--- src/rtl/hls_activity_monitor_if.sv ---
// Tap bundle for hls_activity_monitor: the monitored HLS control signals
// (driven by whoever owns the DUT) and the statistics the monitor reports.
interface hls_activity_monitor_if #(
  parameter int SEQ_W = 6,
  parameter int UPC_W = 17,
  parameter int CNT_W = 32
);
  logic             finish;
  logic             mod_ap_start;
  logic             mod_ap_ready;
  logic             mod_ap_done;
  logic             mod_ap_continue;
  logic [SEQ_W-1:0] seq_cur_state;
  logic [SEQ_W-1:0] seq_pre_state;
  logic [SEQ_W-1:0] seq_post_state;
  logic [SEQ_W-1:0] seq_quit_state;
  logic [SEQ_W-1:0] seq_iter_start_state;
  logic [SEQ_W-1:0] seq_iter_end_state;
  logic [UPC_W-1:0] upc_cur_state;
  logic [UPC_W-1:0] upc_iter_start_state;
  logic [UPC_W-1:0] upc_iter_end_state;
  logic             upc_iter_start_block;
  logic             upc_iter_end_block;
  logic             upc_iter_start_enable;
  logic             upc_iter_end_enable;
  logic             upc_loop_start;
  logic             upc_loop_done;
  logic             upc_loop_continue;

  logic             mod_active;
  logic             seq_active;
  logic             upc_active;
  logic             frozen;
  logic [CNT_W-1:0] mod_txn_count;
  logic [CNT_W-1:0] mod_busy_cycles;
  logic [CNT_W-1:0] mod_last_latency;
  logic [CNT_W-1:0] seq_loop_count;
  logic [CNT_W-1:0] seq_iter_count;
  logic [CNT_W-1:0] upc_loop_count;
  logic [CNT_W-1:0] upc_iter_started;
  logic [CNT_W-1:0] upc_iter_done;
  logic [CNT_W-1:0] upc_stall_cycles;

  // Side that owns the monitored function and reads back statistics
  modport master (
    output finish, mod_ap_start, mod_ap_ready, mod_ap_done, mod_ap_continue,
    output seq_cur_state, seq_pre_state, seq_post_state, seq_quit_state,
    output seq_iter_start_state, seq_iter_end_state,
    output upc_cur_state, upc_iter_start_state, upc_iter_end_state,
    output upc_iter_start_block, upc_iter_end_block,
    output upc_iter_start_enable, upc_iter_end_enable,
    output upc_loop_start, upc_loop_done, upc_loop_continue,
    input  mod_active, seq_active, upc_active, frozen,
    input  mod_txn_count, mod_busy_cycles, mod_last_latency,
    input  seq_loop_count, seq_iter_count,
    input  upc_loop_count, upc_iter_started, upc_iter_done, upc_stall_cycles
  );

  // Monitor side: only observes control signals, only drives statistics
  modport slave (
    input  finish, mod_ap_start, mod_ap_ready, mod_ap_done, mod_ap_continue,
    input  seq_cur_state, seq_pre_state, seq_post_state, seq_quit_state,
    input  seq_iter_start_state, seq_iter_end_state,
    input  upc_cur_state, upc_iter_start_state, upc_iter_end_state,
    input  upc_iter_start_block, upc_iter_end_block,
    input  upc_iter_start_enable, upc_iter_end_enable,
    input  upc_loop_start, upc_loop_done, upc_loop_continue,
    output mod_active, seq_active, upc_active, frozen,
    output mod_txn_count, mod_busy_cycles, mod_last_latency,
    output seq_loop_count, seq_iter_count,
    output upc_loop_count, upc_iter_started, upc_iter_done, upc_stall_cycles
  );
endinterface

--- src/rtl/hls_activity_monitor.sv ---
// Passive activity monitor for one HLS function: tracks the block-level
// ap_* handshake, one sequential FSM loop and one pipelined loop, and keeps
// saturating counters that can be frozen by a sticky finish strobe.
module hls_activity_monitor #(
  parameter int SEQ_W = 6,
  parameter int UPC_W = 17,
  parameter int CNT_W = 32
) (
  input logic                  clock,
  input logic                  reset,
  hls_activity_monitor_if.slave bus
);

  typedef enum logic {ST_IDLE, ST_BUSY} modState_t;

  function automatic logic [CNT_W-1:0] satInc(input logic [CNT_W-1:0] v);
    satInc = (&v) ? v : v + CNT_W'(1);
  endfunction

  modState_t        r_mod_state, w_mod_state_next;
  logic [CNT_W-1:0] r_mod_lat, w_mod_lat_next;
  logic [CNT_W-1:0] r_mod_last, w_mod_last_next;
  logic [CNT_W-1:0] r_mod_txn, r_mod_busy;
  logic             w_mod_txn_done, w_mod_busy_inc, w_mod_dc;

  logic [SEQ_W-1:0] r_seq_prev;
  logic             r_seq_active;
  logic [CNT_W-1:0] r_seq_loop, r_seq_iter;
  logic             w_seq_entry, w_seq_exit, w_seq_comp;

  logic             r_upc_active;
  logic [CNT_W-1:0] r_upc_loop, r_upc_started, r_upc_done, r_upc_stall;
  logic             w_upc_set, w_upc_clr, w_upc_start_evt, w_upc_end_evt, w_upc_stall;

  logic             r_frozen;

  // ap_ready carries no information the counters need; it is tapped only so
  // the bundle mirrors the full handshake.
  logic             w_unused_ready;
  assign w_unused_ready = bus.mod_ap_ready;

  assign w_mod_dc = bus.mod_ap_done && bus.mod_ap_continue;

  // Block-level tracker next state: a start in IDLE either completes at once
  // (single-cycle call) or opens a transaction; a start during BUSY is ignored
  always_comb begin
    w_mod_state_next = r_mod_state;
    w_mod_lat_next   = r_mod_lat;
    w_mod_last_next  = r_mod_last;
    w_mod_txn_done   = 1'b0;
    w_mod_busy_inc   = 1'b0;
    case (r_mod_state)
      ST_IDLE: begin
        if (bus.mod_ap_start) begin
          w_mod_busy_inc = 1'b1;
          if (w_mod_dc) begin
            w_mod_txn_done  = 1'b1;
            w_mod_last_next = CNT_W'(1);
          end else begin
            w_mod_state_next = ST_BUSY;
            w_mod_lat_next   = CNT_W'(1);
          end
        end
      end
      ST_BUSY: begin
        w_mod_busy_inc = 1'b1;
        if (w_mod_dc) begin
          w_mod_txn_done   = 1'b1;
          w_mod_last_next  = satInc(r_mod_lat);
          w_mod_state_next = ST_IDLE;
        end else begin
          w_mod_lat_next = satInc(r_mod_lat);
        end
      end
      default: w_mod_state_next = ST_IDLE;
    endcase
  end

  // Block-level tracker registers, held while frozen
  always_ff @(posedge clock) begin
    if (reset) begin
      r_mod_state <= ST_IDLE;
      r_mod_lat   <= '0;
      r_mod_last  <= '0;
      r_mod_txn   <= '0;
      r_mod_busy  <= '0;
    end else if (!r_frozen) begin
      r_mod_state <= w_mod_state_next;
      r_mod_lat   <= w_mod_lat_next;
      r_mod_last  <= w_mod_last_next;
      if (w_mod_txn_done) r_mod_txn  <= satInc(r_mod_txn);
      if (w_mod_busy_inc) r_mod_busy <= satInc(r_mod_busy);
    end
  end

  assign w_seq_entry = (r_seq_prev == bus.seq_pre_state) &&
                       (bus.seq_cur_state == bus.seq_iter_start_state);
  assign w_seq_exit  = (r_seq_prev == bus.seq_quit_state) &&
                       (bus.seq_cur_state == bus.seq_post_state);
  assign w_seq_comp  = r_seq_active && (r_seq_prev == bus.seq_iter_end_state) &&
                       (bus.seq_cur_state != bus.seq_iter_end_state);

  // Remember last cycle's sequential FSM state to detect transitions
  always_ff @(posedge clock) begin
    if (reset) r_seq_prev <= '0;
    else       r_seq_prev <= bus.seq_cur_state;
  end

  // Sequential loop entry/exit/iteration bookkeeping; entry beats exit
  always_ff @(posedge clock) begin
    if (reset) begin
      r_seq_active <= 1'b0;
      r_seq_loop   <= '0;
      r_seq_iter   <= '0;
    end else if (!r_frozen) begin
      if (w_seq_comp) r_seq_iter <= satInc(r_seq_iter);
      if (w_seq_entry) begin
        r_seq_active <= 1'b1;
        r_seq_loop   <= satInc(r_seq_loop);
      end else if (w_seq_exit) begin
        r_seq_active <= 1'b0;
      end
    end
  end

  assign w_upc_set       = bus.upc_loop_start && !r_upc_active;
  assign w_upc_clr       = bus.upc_loop_done && bus.upc_loop_continue;
  assign w_upc_start_evt = (bus.upc_cur_state == bus.upc_iter_start_state) &&
                           bus.upc_iter_start_enable && !bus.upc_iter_start_block;
  assign w_upc_end_evt   = (bus.upc_cur_state == bus.upc_iter_end_state) &&
                           bus.upc_iter_end_enable && !bus.upc_iter_end_block;
  assign w_upc_stall     = r_upc_active && bus.upc_iter_start_block &&
                           (bus.upc_cur_state == bus.upc_iter_start_state);

  // Pipelined loop activity and per-stage iteration/stall counting
  always_ff @(posedge clock) begin
    if (reset) begin
      r_upc_active  <= 1'b0;
      r_upc_loop    <= '0;
      r_upc_started <= '0;
      r_upc_done    <= '0;
      r_upc_stall   <= '0;
    end else if (!r_frozen) begin
      if (w_upc_set) begin
        r_upc_active <= 1'b1;
        r_upc_loop   <= satInc(r_upc_loop);
      end else if (w_upc_clr) begin
        r_upc_active <= 1'b0;
      end
      if (w_upc_start_evt) r_upc_started <= satInc(r_upc_started);
      if (w_upc_end_evt)   r_upc_done    <= satInc(r_upc_done);
      if (w_upc_stall)     r_upc_stall   <= satInc(r_upc_stall);
    end
  end

  // Sticky freeze; the finish cycle itself still lets counters update
  always_ff @(posedge clock) begin
    if (reset) r_frozen <= 1'b0;
    else       r_frozen <= r_frozen | bus.finish;
  end

  assign bus.mod_active       = (r_mod_state == ST_BUSY);
  assign bus.seq_active       = r_seq_active;
  assign bus.upc_active       = r_upc_active;
  assign bus.frozen           = r_frozen;
  assign bus.mod_txn_count    = r_mod_txn;
  assign bus.mod_busy_cycles  = r_mod_busy;
  assign bus.mod_last_latency = r_mod_last;
  assign bus.seq_loop_count   = r_seq_loop;
  assign bus.seq_iter_count   = r_seq_iter;
  assign bus.upc_loop_count   = r_upc_loop;
  assign bus.upc_iter_started = r_upc_started;
  assign bus.upc_iter_done    = r_upc_done;
  assign bus.upc_stall_cycles = r_upc_stall;

endmodule

--- src/flat_wrapper.sv ---
// flat-port wrapper written by rule: the top's interface ports become plain ports
module hls_activity_monitor_flat 
#(
  parameter int SEQ_W = 6,
  parameter int UPC_W = 17,
  parameter int CNT_W = 32
)
  (clock, reset, bus_finish, bus_mod_ap_start, bus_mod_ap_ready, bus_mod_ap_done, bus_mod_ap_continue, bus_seq_cur_state, bus_seq_pre_state, bus_seq_post_state, bus_seq_quit_state, bus_seq_iter_start_state, bus_seq_iter_end_state, bus_upc_cur_state, bus_upc_iter_start_state, bus_upc_iter_end_state, bus_upc_iter_start_block, bus_upc_iter_end_block, bus_upc_iter_start_enable, bus_upc_iter_end_enable, bus_upc_loop_start, bus_upc_loop_done, bus_upc_loop_continue, bus_mod_active, bus_seq_active, bus_upc_active, bus_frozen, bus_mod_txn_count, bus_mod_busy_cycles, bus_mod_last_latency, bus_seq_loop_count, bus_seq_iter_count, bus_upc_loop_count, bus_upc_iter_started, bus_upc_iter_done, bus_upc_stall_cycles);
  hls_activity_monitor_if #(.SEQ_W(SEQ_W), .UPC_W(UPC_W), .CNT_W(CNT_W)) bus_i ();
  input logic clock;
  input logic reset;
  input wire logic [$bits(bus_i.finish)-1:0] bus_finish;
  input wire logic [$bits(bus_i.mod_ap_start)-1:0] bus_mod_ap_start;
  input wire logic [$bits(bus_i.mod_ap_ready)-1:0] bus_mod_ap_ready;
  input wire logic [$bits(bus_i.mod_ap_done)-1:0] bus_mod_ap_done;
  input wire logic [$bits(bus_i.mod_ap_continue)-1:0] bus_mod_ap_continue;
  input wire logic [$bits(bus_i.seq_cur_state)-1:0] bus_seq_cur_state;
  input wire logic [$bits(bus_i.seq_pre_state)-1:0] bus_seq_pre_state;
  input wire logic [$bits(bus_i.seq_post_state)-1:0] bus_seq_post_state;
  input wire logic [$bits(bus_i.seq_quit_state)-1:0] bus_seq_quit_state;
  input wire logic [$bits(bus_i.seq_iter_start_state)-1:0] bus_seq_iter_start_state;
  input wire logic [$bits(bus_i.seq_iter_end_state)-1:0] bus_seq_iter_end_state;
  input wire logic [$bits(bus_i.upc_cur_state)-1:0] bus_upc_cur_state;
  input wire logic [$bits(bus_i.upc_iter_start_state)-1:0] bus_upc_iter_start_state;
  input wire logic [$bits(bus_i.upc_iter_end_state)-1:0] bus_upc_iter_end_state;
  input wire logic [$bits(bus_i.upc_iter_start_block)-1:0] bus_upc_iter_start_block;
  input wire logic [$bits(bus_i.upc_iter_end_block)-1:0] bus_upc_iter_end_block;
  input wire logic [$bits(bus_i.upc_iter_start_enable)-1:0] bus_upc_iter_start_enable;
  input wire logic [$bits(bus_i.upc_iter_end_enable)-1:0] bus_upc_iter_end_enable;
  input wire logic [$bits(bus_i.upc_loop_start)-1:0] bus_upc_loop_start;
  input wire logic [$bits(bus_i.upc_loop_done)-1:0] bus_upc_loop_done;
  input wire logic [$bits(bus_i.upc_loop_continue)-1:0] bus_upc_loop_continue;
  output wire logic [$bits(bus_i.mod_active)-1:0] bus_mod_active;
  output wire logic [$bits(bus_i.seq_active)-1:0] bus_seq_active;
  output wire logic [$bits(bus_i.upc_active)-1:0] bus_upc_active;
  output wire logic [$bits(bus_i.frozen)-1:0] bus_frozen;
  output wire logic [$bits(bus_i.mod_txn_count)-1:0] bus_mod_txn_count;
  output wire logic [$bits(bus_i.mod_busy_cycles)-1:0] bus_mod_busy_cycles;
  output wire logic [$bits(bus_i.mod_last_latency)-1:0] bus_mod_last_latency;
  output wire logic [$bits(bus_i.seq_loop_count)-1:0] bus_seq_loop_count;
  output wire logic [$bits(bus_i.seq_iter_count)-1:0] bus_seq_iter_count;
  output wire logic [$bits(bus_i.upc_loop_count)-1:0] bus_upc_loop_count;
  output wire logic [$bits(bus_i.upc_iter_started)-1:0] bus_upc_iter_started;
  output wire logic [$bits(bus_i.upc_iter_done)-1:0] bus_upc_iter_done;
  output wire logic [$bits(bus_i.upc_stall_cycles)-1:0] bus_upc_stall_cycles;
  assign bus_i.finish = bus_finish;
  assign bus_i.mod_ap_start = bus_mod_ap_start;
  assign bus_i.mod_ap_ready = bus_mod_ap_ready;
  assign bus_i.mod_ap_done = bus_mod_ap_done;
  assign bus_i.mod_ap_continue = bus_mod_ap_continue;
  assign bus_i.seq_cur_state = bus_seq_cur_state;
  assign bus_i.seq_pre_state = bus_seq_pre_state;
  assign bus_i.seq_post_state = bus_seq_post_state;
  assign bus_i.seq_quit_state = bus_seq_quit_state;
  assign bus_i.seq_iter_start_state = bus_seq_iter_start_state;
  assign bus_i.seq_iter_end_state = bus_seq_iter_end_state;
  assign bus_i.upc_cur_state = bus_upc_cur_state;
  assign bus_i.upc_iter_start_state = bus_upc_iter_start_state;
  assign bus_i.upc_iter_end_state = bus_upc_iter_end_state;
  assign bus_i.upc_iter_start_block = bus_upc_iter_start_block;
  assign bus_i.upc_iter_end_block = bus_upc_iter_end_block;
  assign bus_i.upc_iter_start_enable = bus_upc_iter_start_enable;
  assign bus_i.upc_iter_end_enable = bus_upc_iter_end_enable;
  assign bus_i.upc_loop_start = bus_upc_loop_start;
  assign bus_i.upc_loop_done = bus_upc_loop_done;
  assign bus_i.upc_loop_continue = bus_upc_loop_continue;
  assign bus_mod_active = bus_i.mod_active;
  assign bus_seq_active = bus_i.seq_active;
  assign bus_upc_active = bus_i.upc_active;
  assign bus_frozen = bus_i.frozen;
  assign bus_mod_txn_count = bus_i.mod_txn_count;
  assign bus_mod_busy_cycles = bus_i.mod_busy_cycles;
  assign bus_mod_last_latency = bus_i.mod_last_latency;
  assign bus_seq_loop_count = bus_i.seq_loop_count;
  assign bus_seq_iter_count = bus_i.seq_iter_count;
  assign bus_upc_loop_count = bus_i.upc_loop_count;
  assign bus_upc_iter_started = bus_i.upc_iter_started;
  assign bus_upc_iter_done = bus_i.upc_iter_done;
  assign bus_upc_stall_cycles = bus_i.upc_stall_cycles;
  hls_activity_monitor #(.SEQ_W(SEQ_W), .UPC_W(UPC_W), .CNT_W(CNT_W)) u_core (.clock(clock), .reset(reset), .bus(bus_i));
endmodule
--- config.mk ---
export PLATFORM = sky130hd
export DESIGN_NAME = hls_activity_monitor_flat
export DESIGN_NICKNAME = d
export VERILOG_FILES = /design/src/rtl/hls_activity_monitor_if.sv /design/src/rtl/hls_activity_monitor.sv /design/src/flat_wrapper.sv
export SDC_FILE = /design/constraint.sdc
export NUM_CORES = 1
export LEC_CHECK = 0
export CORE_ASPECT_RATIO = 0.5
export CORE_UTILIZATION = 55
export CTS_BUF_LIST = sky130_fd_sc_hd__clkbuf_4 sky130_fd_sc_hd__clkbuf_8 sky130_fd_sc_hd__clkbuf_16
export DETAILED_ROUTE_END_ITERATION = 8
export PLACE_DENSITY = 0.9
export SETUP_SLACK_MARGIN = 0.15
export SYNTH_ARGS = -nofsm -noshare
export SYNTH_HDL_FRONTEND = slang
export SYNTH_SLANG_ARGS = --single-unit
--- constraint.sdc ---
create_clock -name clock -period 5.2 [get_ports clock]
set_clock_uncertainty 0.1 [all_clocks]
set_input_delay 1.3 -clock clock [delete_from_list [all_inputs] [get_ports clock]]
set_output_delay 1.3 -clock clock [all_outputs]
set_load 0.1 [all_outputs]
# Yosys cells after proc, flatten, opt, wreduce, memory -nomap -nowiden
# Cells that the tools add are included.
dict set report totals {
  register_bits 330
  latch_bits 0
  mem_bits_rw 0
  rom_bits 0
  input_bits 101
  out_inout_bits 292
  wordCells 108
  mem_count 0
}
dict set report op_classes {
  addsub 9
  mul 0
  n_div 0
  magnitude_cmp 0
  n_eq_ne 13
  n_shift 0
  mux 21
  n_bitwise 11
  n_reduce_logical 39
}
# operator count
set op_table {}
lappend op_table {{32-bit by 1-bit adder with 32-bit output, second input constant} 9}
lappend op_table {{32-bit AND reduction} 9}
lappend op_table {{32-bit two-way mux} 7}
lappend op_table {{32-bit case mux with 2 select lines} 2}
lappend op_table {{17-bit equality test} 2}
lappend op_table {{6-bit equality test} 5}
lappend op_table {{3-bit AND reduction} 8}
lappend op_table {{1-bit logical AND} 13}
lappend op_table {{1-bit inverter} 10}
lappend op_table {{1-bit two-way mux} 9}
lappend op_table {{2-bit inequality test, second input constant} 4}
lappend op_table {{4-bit AND reduction} 2}
lappend op_table {{6-bit inequality test} 1}
lappend op_table {{1-bit case mux with 2 select lines} 3}
lappend op_table {{2-bit AND reduction} 2}
lappend op_table {{2-bit nonzero test} 2}
lappend op_table {{1-bit zero test} 3}
lappend op_table {{2-bit by 1-bit inequality test with 1-bit output, second input constant} 1}
lappend op_table {{1-bit bitwise OR} 1}

# Depth between registers and ports, before layout
# Gate-level depths: netlist of the first run.
dict set report depth {
  ltp_word 5
  ltp_mapped 9
  depth_no_buf 7
}

# Worst setup path after synthesis of the first run
# OpenSTA, ideal clock, no wires.
dict set report synth_path {
  kind {input-to-reg}
  start {input bus_upc_cur_state[7]}
  end {register u_core.r_upc_done[23], in the netlist u_core.bus.upc_iter_done[23]}
  setup_time_ns 0.121
  t_arrival_ns 3.047
  setup_slack_ns 1.932
  cell_stages 6
  cell_sequence {xor2_1 > or4b_1 > nor2_1 > nand3_1 > nor4b_1 > mux2_2}
}
dict set report synth_via {
  elab_chain_cells 4
}
# element line
set synth_lines {}
lappend synth_lines {{start: declaration} flat_wrapper.sv:23} ;# input wire logic [$bits(bus_i.upc_cur_state)-1:0] bus_upc_cur_state;
lappend synth_lines {{17-bit equality test} hls_activity_monitor.sv:130} ;# assign w_upc_end_evt = (bus.upc_cur_state == bus.upc_iter_end_state) &&
lappend synth_lines {{1-bit logical AND} hls_activity_monitor.sv:130}
lappend synth_lines {{1-bit logical AND} hls_activity_monitor.sv:131} ;# bus.upc_iter_end_enable && !bus.upc_iter_end_block;
lappend synth_lines {{3-bit AND reduction (no source line)} --}
lappend synth_lines {{end signal: assignment} hls_activity_monitor.sv:151} ;# if (w_upc_end_evt) r_upc_done <= satInc(r_upc_done);
lappend synth_lines {{end: declaration} hls_activity_monitor.sv:32} ;# logic [CNT_W-1:0] r_upc_loop, r_upc_started, r_upc_done, r_upc_stall;
# No other way between the ends.
# A chain may end at the register's enable or synchronous reset.

# Final worst setup path of the first run
dict set report layout_path {
  start {input bus_upc_cur_state[14]}
  end {register u_core.r_upc_started[27], in the netlist u_core.bus.upc_iter_started[27]}
}
dict set report layout_via {
  elab_chain_cells 4
}
# element line
set layout_lines {}
lappend layout_lines {{17-bit equality test} hls_activity_monitor.sv:128} ;# assign w_upc_start_evt = (bus.upc_cur_state == bus.upc_iter_start_state) &&
lappend layout_lines {{1-bit logical AND} hls_activity_monitor.sv:128}
lappend layout_lines {{1-bit logical AND} hls_activity_monitor.sv:129} ;# bus.upc_iter_start_enable && !bus.upc_iter_start_block;
lappend layout_lines {{3-bit AND reduction (no source line)} --}
lappend layout_lines {{end signal: assignment} hls_activity_monitor.sv:150} ;# if (w_upc_start_evt) r_upc_started <= satInc(r_upc_started);
lappend layout_lines {{end: declaration} hls_activity_monitor.sv:32}
# No other way between the ends.

==> results.md, run 1 <==
- Pre-CTS setup slack: between 0.9 and 1 ns
- Worst path top cell family by delay: simple AND/OR/NAND/NOR gates
- Worst-Margin Slew: between 1 and 1.5 ns
- Most frequent cells in the layout: clkdlybuf4s50_1 (390), dfxtp_1 (330), nor2_1 (237)
- Port bufs: between 300 and 400
- CP endpoint kind: flip-flop
- Worst r2r path cells: 6
- Max-slew headroom: 27.8%
- Core area: 29600 um^2
- Clock Sinks: 330
- Worst hold path type: flip-flop to flip-flop
- Post-synthesis cell count: 2078
- Critical path required time: approximately 5.6 ns
- CTS max path bufs: 3
- Hold-fix buffers at CTS: 0
- Post-synth EDFFs: 0
- CTS Buf Count: 30
- Status: finished, final reports clean
- Post-CTS sizing: 0
- Yosys reg bits: 330
- Min cycle time layout: around 3.8 ns
- VDD IR max: between 200 and 250 uV
- PwrDens: between 200 and 250 nW/um^2
- Final Worst Setup Slack: approximately 1.4 ns
- Crit Reg-Reg Startpoint: u_core.bus.upc_iter_done[0]$_SDFFE_PP0P_
- Unrepaired setup endpoints after global routing: false
- CP max-delay cell: or4_1
- First-pass GRT wire length: 80.2 mm
- Setup violators final: 0
- Area of the multi-input gates: between 9000 and 10000 um^2
- CP Max Fanout: 20
- Initial antenna violation count: 4
- Post-synth ARST share: 0%
- WS Path Type: primary input to flip-flop
- GPL Wtd Cong: about 0.95
- Worst setup SP type: primary input
- Top_reg_cell synth: dfxtp_1
- Critical path arrival: 4.17 ns
- HPWL Detailed: about 37 mm
- Tcrit/Tclk final: approximately 73%
- Reg2Reg Setup Slack: about 2.0 ns
- Io pins: 393
- Syn avg cell area: approximately 8.2 um^2
- Post-Route WL: about 51 mm
- DR pass1 iterations: 5
- Layout Utilization: between 70% and 80%
- Maximum number of pins on one net before global-route repair: 169
- Register area: around 6600 um^2
- Area after DPL: 21000 um^2
- GRT Util Overall: ~31%
- Share of post-route cells with drive strength above 1: between 5 and 6%
- Crit. path cell count: 8
- Final Max Tran Viols: 0
- Area Overhead vs Synth: 30.1%
- Final setup TNS: 0 ns
- Overflow after GRT: 0
- Worst skew pair latency: 0.57 ns
- Starting Density: 57.2%
- Critical path buffers and inverters: 2
- Fmax achieved: 265 MHz
- Synthesized Nets: around 2200
- Reg2Reg Capture Point: u_core.bus.upc_iter_done[13]$_SDFFE_PP0P_
- Post-Syn Area: ~17000 um^2
- Fill cells: 2113
- CP startpoint: bus_upc_cur_state[14]
- DR vias: approximately 17000
- CP dominant cell by count: nand4_1
- Yosys warns: 0
- Drt drc: 0
- # H-tree levels: 1
- Vias in the first global route: 15500
- CTS tree: built
- Max incr delay on CP: between 0.7 and 0.8 ns
- Die Area: ~32000 um^2
- Sequential-to-total area share from yosys stat: roughly two fifths
- Die X: ~250 um
- Final Instance Area: approximately 22000 um^2
- Critical-path cell list: clkdlybuf4s50_1 > xnor2_1 > nand4_1 > nor3_1 > buf_4 > nand4_1 > or4_1 > a21oi_1
- Total power: 5.15 mW
- Final Hold Fails: 0
- Rows: 44
- Chip height: ~130 um
- Count of cell types in the netlist: 69
- Max-cap violations: 0
- Via density: 6.04
- Final ANT Viol Nets: 0
- Root buf cell: clkbuf_16
- Leak: roughly 7.2 nW
- Post-CTS Setup Bufs: 0
- Wire per inst: between 15 and 20 um
- Commonest non-fill, non-tap cell in the layout: clkdlybuf4s50_1
- Final nets: approximately 2500
- Clock transition at path regs: 0.07 ns
- Number of DRC markers in iteration 0: between 1500 and 2000
- Worst Setup EP: u_core.bus.upc_iter_started[27]$_SDFFE_PP0P_
-- how the worst min path moves through the flow --
stage | startpoint | end | slack [ns] | depth (start not counted)
after detailed placement | u_core.bus.mod_last_latency[20]$_SDFFE_PP0P_ | u_core.bus.mod_last_latency[20]$_SDFFE_PP0P_ | 0.34 | 2
after floorplan | u_core.r_mod_lat[29]$_SDFFE_PP0P_ | u_core.r_mod_lat[29]$_SDFFE_PP0P_ | 0.37 | 1
after CTS | u_core.bus.mod_last_latency[15]$_SDFFE_PP0P_ | u_core.bus.mod_last_latency[15]$_SDFFE_PP0P_ | 0.35 | 2
final | u_core.bus.mod_last_latency[7]$_SDFFE_PP0P_ | u_core.bus.mod_last_latency[7]$_SDFFE_PP0P_ | 0.35 | 2
after global placement | u_core.bus.mod_last_latency[15]$_SDFFE_PP0P_ | u_core.bus.mod_last_latency[15]$_SDFFE_PP0P_ | 0.33 | 2
after global routing | u_core.bus.mod_last_latency[7]$_SDFFE_PP0P_ | u_core.bus.mod_last_latency[7]$_SDFFE_PP0P_ | 0.37 | 2
-- worst reg2reg max path, stage by stage (launching register included) --
cell	delay [ns]
dfxtp_1	0.44
ha_1	0.25
nand3_1	0.48
or3_4	0.62
o2111ai_4	0.73
nor4_1	0.17
mux2_1	0.34
-- where the power goes --
group          total, mW  internal (mW)  leakage (nW)  switching (mW)
Clock               2.26           1.26         0.502            1.00
Sequential          2.55           2.54          2.66          0.0157
Combinational      0.331          0.136          4.00           0.194
-- routing by layer --
| layer | up-vias | track usage (%) | part of all wire, % |
|---|---|---|---|
| met4 | 0 | 12.8 | 4.0 |
| met1 | 8137 | 39.8 | 42 |
| li1 | 8168 | - | - |
| met2 | 661 | 50.2 | 48 |
| met5 | - | 0 | 0 |
| met3 | 118 | 5.52 | 6.4 |
-- sequential cells by signal, indices dropped and copies added, names as in the netlist, 6 cells and up --
| register | count |
|---|---|
| u_core.bus.mod_busy_cycles | 32 |
| u_core.bus.mod_last_latency | 32 |
| u_core.bus.mod_txn_count | 32 |
| u_core.bus.seq_iter_count | 32 |
| u_core.bus.seq_loop_count | 32 |
| u_core.bus.upc_iter_done | 32 |
| u_core.bus.upc_iter_started | 32 |
| u_core.bus.upc_loop_count | 32 |
| u_core.bus.upc_stall_cycles | 32 |
| u_core.r_mod_lat | 32 |
| u_core.r_seq_prev | 6 |
-- through the flow --
step	cells	hold WS [ns]
after floorplan	2078	0.372
after global placement	2770	0.332
after detailed placement	2770	0.341
after CTS	2825	0.353
after global routing	2828	0.374
final	2830	0.351
-- final cells by class --
class	instances	area share, %
inverters	39	0.664
multi-input cells	1607	44.3
clock buffers	46	4.12
flip-flops and latches	330	30.0
well taps	391	2.22
diodes	5	0.0568
clock inverters	9	0.437
repair buffers	403	18.2
-- cells in the mapped netlist (4+ instances only) --
| library cell | number | area (um^2) |
|---|---|---|
| nand4_1 | 117 | 732 |
| mux2_1 | 5 | 56.3 |
| ha_1 | 9 | 113 |
| o21ai_1 | 8 | 40.0 |
| or4_1 | 53 | 398 |
| a31o_2 | 8 | 70.1 |
| and2_1 | 20 | 125 |
| buf_2 | 12 | 60.1 |
| xnor2_1 | 109 | 955 |
| nor3b_1 | 4 | 30.0 |
| and4_1 | 28 | 245 |
| nor4_1 | 36 | 225 |
| nand2b_1 | 16 | 100 |
| or3_1 | 54 | 338 |
| clkbuf_1 | 80 | 300 |
| inv_1 | 39 | 146 |
| a211oi_1 | 5 | 37.5 |
| buf_1 | 6 | 22.5 |
| nand2_1 | 170 | 638 |
| o21ai_0 | 100 | 500 |
| a31oi_1 | 13 | 81.3 |
| or2_2 | 6 | 37.5 |
| dfxtp_1 | 330 | 6610 |
| nor4b_1 | 5 | 43.8 |
| nor2_1 | 238 | 893 |
| a21oi_1 | 119 | 596 |
| nor3_1 | 45 | 225 |
| mux2i_1 | 8 | 80.1 |
| and3_1 | 45 | 282 |
| xor2_1 | 102 | 893 |
| nand3_1 | 116 | 581 |
| o31ai_1 | 39 | 293 |
| mux2_2 | 27 | 304 |
| nor2b_1 | 43 | 269 |
| nor4_2 | 7 | 87.6 |
-- logic make-up after synthesis --
group / Yosys count / share of synthesized area [%]
AND/OR/NAND/NOR: 1018 / 31.8
flip-flops: 330 / 39.0
AO/OA/AOI/OAI: 329 / 11.6
XOR/XNOR: 211 / 10.9
buffers and inverters: 141 / 3.37
multiplexers: 40 / 2.60
adder cells (fa/ha/maj): 9 / 0.665
Note: power is estimated with default switching activity, not from simulation.
==> run 2, diff against run 1 <==
Settings changed: CORE_UTILIZATION 55 to 46, PLACE_DENSITY 0.9 to 0.8.
Clock period 5.2 ns to 3.25 ns, I/O delays scaled along.
==> results.md, run 2 (synthesis results as in run 1) <==
- Status: finished, final reports clean
- Port bufs: 391
- VDD IR max: 391 uV
- Max-slew headroom: 39.0%
- WS Path Type: primary input to flip-flop
- Critical path arrival: between 3 and 4 ns
- Leak: between 8 and 9 nW
- Clock Sinks: 330
- First-pass GRT wire length: 80.4 mm
- Worst skew pair latency: slightly below 0.6 ns
- Maximum number of pins on one net before global-route repair: ~170
- DR pass1 iterations: 5
- Root buf cell: clkbuf_16
- HPWL Detailed: 38.3 mm
- Post-CTS sizing: 0
- Rows: 49
- Chip height: approximately 140 um
- Tcrit/Tclk final: between 90% and 100%
- Post-Layout Cell Count: 2979
- Number of DRC markers in iteration 0: 1279
- Via density: between 5 and 6
- Register area: approximately 6600 um^2
- Area of the multi-input gates: approximately 9800 um^2
- Final Max Tran Viols: 0
- PwrDens: slightly below 400 nW/um^2
- Setup violators final: 0
- Worst hold path type: flip-flop to flip-flop
- DR vias: 17000
- CP endpoint kind: flip-flop
- Wire per inst: approximately 17 um
- Final Hold Fails: 0
- Die X: 273 um
- Vias in the first global route: about 15000
- Grt met3 use: approximately 4.2%
- CTS max path bufs: 3
- Final ANT Viol Nets: 0
- Fmax achieved: ~330 MHz
- GR met2 Demand/Resource: a little over two fifths
- Share of post-route cells with drive strength above 1: 19.1%
- GRT Util Overall: 26.1%
- # H-tree levels: 1
- CTS Buf Count: 30
- Most frequent cells in the layout: buf_4 (359), dfxtp_1 (330), nor2_1 (237)
- Critical path required time: around 3.6 ns
- Commonest non-fill, non-tap cell in the layout: buf_4
- Die Area: roughly 38000 um^2
- Fill cells: ~3200
- CP Max Fanout: 14
- Io pins: around 390
- Area Overhead vs Synth: 29.7%
- Worst-Margin Slew: 0.915 ns
- Core area: approximately 36000 um^2
- Worst r2r path cells: 6
- Clock transition at path regs: approximately 0.07 ns
- Post-Route WL: 51.7 mm
- Worst setup SP type: primary input
- Final nets: 2578
- Unrepaired setup endpoints after global routing: false
- Drt drc: 0
- Met1 Usage GRT: 33.9%
- Initial antenna violation count: 3
- Hold Path Depth: 2
- Min cycle time layout: slightly above 3 ns
- Hold-fix buffers at CTS: 0
- Grt peak-use layer: met2
- DP Cell Count: approximately 2900
- Overflow after GRT: 0
- Final hold slack: around 0.35 ns
- Max-cap violations: 0
- Starting Density: ~47%
- Post-CTS Setup Bufs: 0
- GPL Wtd Cong: just over 1
- CTS tree: built
-- run 2: cell types whose count changed in the layout (fill, tap and decap cells not counted), moves of 4 or more --
| cell | change |
|---|---|
| clkbuf_4 | -9 |
| bufinv_16 | +4 |
| clkdlybuf4s50_1 | -292 |
| buf_4 | +347 |
-- run 2: path summary, 6_finish.rpt --
path                                           startpoint                                           end  slack (ns)
max                             bus_upc_iter_end_state[7]     u_core.bus.upc_iter_done[12]$_SDFFE_PP0P_        0.23
max reg2reg              u_core.r_mod_lat[0]$_SDFFE_PP0P_   u_core.bus.mod_last_latency[1]$_SDFFE_PP0P_        0.56
min          u_core.bus.mod_last_latency[15]$_SDFFE_PP0P_  u_core.bus.mod_last_latency[15]$_SDFFE_PP0P_        0.35
min reg2reg  u_core.bus.mod_last_latency[15]$_SDFFE_PP0P_  u_core.bus.mod_last_latency[15]$_SDFFE_PP0P_        0.35
-- run 2: per-layer routing --
metal / part of all wire (%) / vias to the layer above
li1: - / 8269
met1: 43 / 8051
met2: 47 / 538
met3: 5.7 / 126
met4: 4.7 / 0
met5: 0 / -
-- run 2: critical path: stages --
cell and delay [ns]:
clkdlybuf4s50_1 0.53, xor2_1 0.18, or4b_1 0.53, nor2_1 0.25
o2111ai_4 0.29, buf_4 0.26, or4_1 0.41, a21oi_1 0.16
-- run 2: metrics by stage --
| step | instance area [um^2] | setup TNS (ns) | util [%] | power (mW) | setup WS (ns) |
|---|---|---|---|---|---|
| after global routing | 22000 | 0 | 60.9 | 8.88 | 0.214 |
| after detailed placement | 20900 | -7.26 | 57.8 | 4.72 | -0.304 |
| final | 22000 | 0 | 60.9 | 8.62 | 0.227 |
| after CTS | 22000 | 0 | 60.8 | 8.69 | 0.305 |
| after global placement | 20900 | -5.35 | 57.8 | 4.71 | -0.242 |
| after floorplan | 16900 | 0 | - | 4.46 | 0.176 |
-- run 2: final cells by class --
| cell class | instances | area share (%) |
|---|---|---|
| clock buffers | 39 | 3.95 |
| multi-input cells | 1607 | 44.5 |
| well taps | 484 | 2.76 |
| repair buffers | 460 | 17.0 |
| flip-flops and latches | 330 | 30.1 |
| diodes | 3 | 0.0342 |
| clock inverters | 17 | 1.10 |
| inverters | 39 | 0.666 |
-- run 2: where the power goes --
group	leakage, nW	internal (mW)	switching [mW]
Clock	0.546	2.29	1.70
Sequential	2.66	4.06	0.0247
Combinational	4.87	0.234	0.315
Total	8.08	6.58	2.04
==> run 3, diff against run 2 <==
Settings changed: PLACE_DENSITY 0.8 to 0.76, SLEW_MARGIN from default to 20.
==> results.md, run 3 (synthesis results as in run 1) <==
- Core area: ~36000 um^2
- Unrepaired setup endpoints after global routing: false
- Fill cells: approximately 3200
- Switching pwr: 2.00 mW
- Pre-CTS setup slack: -0.249 ns
- Wire per inst: between 15 and 20 um
- Starting Density: ~47%
- CP endpoint kind: flip-flop
- Commonest non-fill, non-tap cell in the layout: buf_4
- DR vias: 16700
- Int Pwr: ~6.5 mW
- Logic gate share of total power: approximately 6.4%
- Overflow after GRT: 0
- Worst skew pair latency: ~0.58 ns
- Worst r2r path cells: 6
- Worst setup SP type: primary input
- Min cycle time layout: 2.91 ns
- Clock Power Share: between 40% and 50%
- Max-slew headroom: 34.5%
- Final hold slack: 0.350 ns
- Max-cap violations: 0
- Tcrit/Tclk final: around nine tenths
- Post-Layout Cell Count: 2974
- Final ANT Viol Nets: 0
- Final setup TNS: 0 ns
- Post-CTS sizing: 0
- Maximum number of pins on one net before global-route repair: 174
- Vias in the first global route: between 10000 and 15000
- Share of post-route cells with drive strength above 1: 19.0%
- Final Worst Setup Slack: between 0.3 and 0.4 ns
- GPL Wtd Cong: between 1 and 1.5
- Switching share of power: a little under a quarter
- GR met2 Demand/Resource: 44.2%
- Worst-Margin Slew: between 0.9 and 1 ns
- Clock transition at path regs: roughly 0.070 ns
- Area Overhead vs Synth: 29.6%
- Final Instance Area: 22000 um^2
- Total power: approximately 8.5 mW
- WS Path Type: primary input to flip-flop
- Grt peak-use layer: met2
- Status: finished, final reports clean
- CTS tree: built
- Leak: 8.06 nW
- DP Cell Count: roughly 2900
- Setup violators final: 0
- Final Hold Fails: 0
- Grt met3 use: under 10%
- Post-Route WL: between 50 and 60 mm
- Port bufs: roughly 400
- Root buf cell: clkbuf_16
- Number of DRC markers in iteration 0: roughly 1200
- Initial antenna violation count: 0
- Drt drc: 0
- Rows: between 40 and 50
- Critical path arrival: 3.28 ns
- Die Area: roughly 38000 um^2
- Worst hold path type: flip-flop to flip-flop
- Via density: between 5 and 6
- HPWL Detailed: approximately 38 mm
- VDD IR max: ~280 uV
- Met1 Usage GRT: between 30% and 40%
- DR pass1 iterations: 5
- GRT Util Overall: approximately 26%
- First-pass GRT wire length: 79.6 mm
- PwrDens: 387 nW/um^2
- Fmax achieved: roughly 340 MHz
- Clock Sinks: 330
- Final nets: 2575
- CP Max Fanout: 8
- Hold Path Depth: 2
- CTS max path bufs: 3
- Layout Utilization: roughly three fifths
- Flop pwr share: between 40 and 50%
- Final Max Tran Viols: 0
- Hold-fix buffers at CTS: 0
- CTS Buf Count: 30
- Io pins: between 300 and 400
- Area after DPL: ~21000 um^2
- Most frequent cells in the layout: buf_4 (353), dfxtp_1 (330), nor2_1 (237)
- # H-tree levels: 1
- Die X: 273 um
- Chip height: 138 um
- Critical path required time: 3.62 ns
- Post-CTS Setup Bufs: 0
[run 3: critical path: stages]
cell and delay [ns]:
clkdlybuf4s50_1 0.42, xor2_1 0.22, nor4_2 0.30, buf_4 0.18, nand4_1 0.12, or4_4 0.63, nor4_1 0.23, mux2_1 0.35
[run 3: path summary, 6_finish.rpt]
| check | startpoint | end | slack (ns) |
|---|---|---|---|
| min reg2reg | u_core.bus.mod_last_latency[15]$_SDFFE_PP0P_ | u_core.bus.mod_last_latency[15]$_SDFFE_PP0P_ | 0.35 |
| max reg2reg | u_core.r_mod_lat[3]$_SDFFE_PP0P_ | u_core.bus.mod_last_latency[29]$_SDFFE_PP0P_ | 0.55 |
| max | bus_seq_pre_state[4] | u_core.bus.seq_loop_count[30]$_SDFFE_PP0P_ | 0.34 |
| min | u_core.bus.mod_last_latency[15]$_SDFFE_PP0P_ | u_core.bus.mod_last_latency[15]$_SDFFE_PP0P_ | 0.35 |
[run 3: final cells by class]
type	count	area, um^2	area share [%]
multi-input cells	1607	9770	44.5
well taps	484	606	2.76
repair buffers	457	3750	17.1
flip-flops and latches	330	6610	30.1
diodes	1	2.50	0.0114
clock buffers	40	870	3.96
clock inverters	16	213	0.969
inverters	39	146	0.667
[run 3: layer usage]
metal	routed length, um	share of wire [%]
met5	0	0
met4	1580	3.1
met3	2540	5.0
met2	24400	48
met1	22600	44
[run 3: power by group through the flow]
stage | clock network (mW) | registers [mW] | logic [mW]
2_1_floorplan | 0 | 4.24 | 0.223
3_3_place_gp | 0 | 4.18 | 0.535
3_5_place_dp | 0 | 4.18 | 0.542
4_1_cts | 3.94 | 4.08 | 0.544
5_1_grt | 4.11 | 4.08 | 0.583
6_report | 3.88 | 4.08 | 0.545
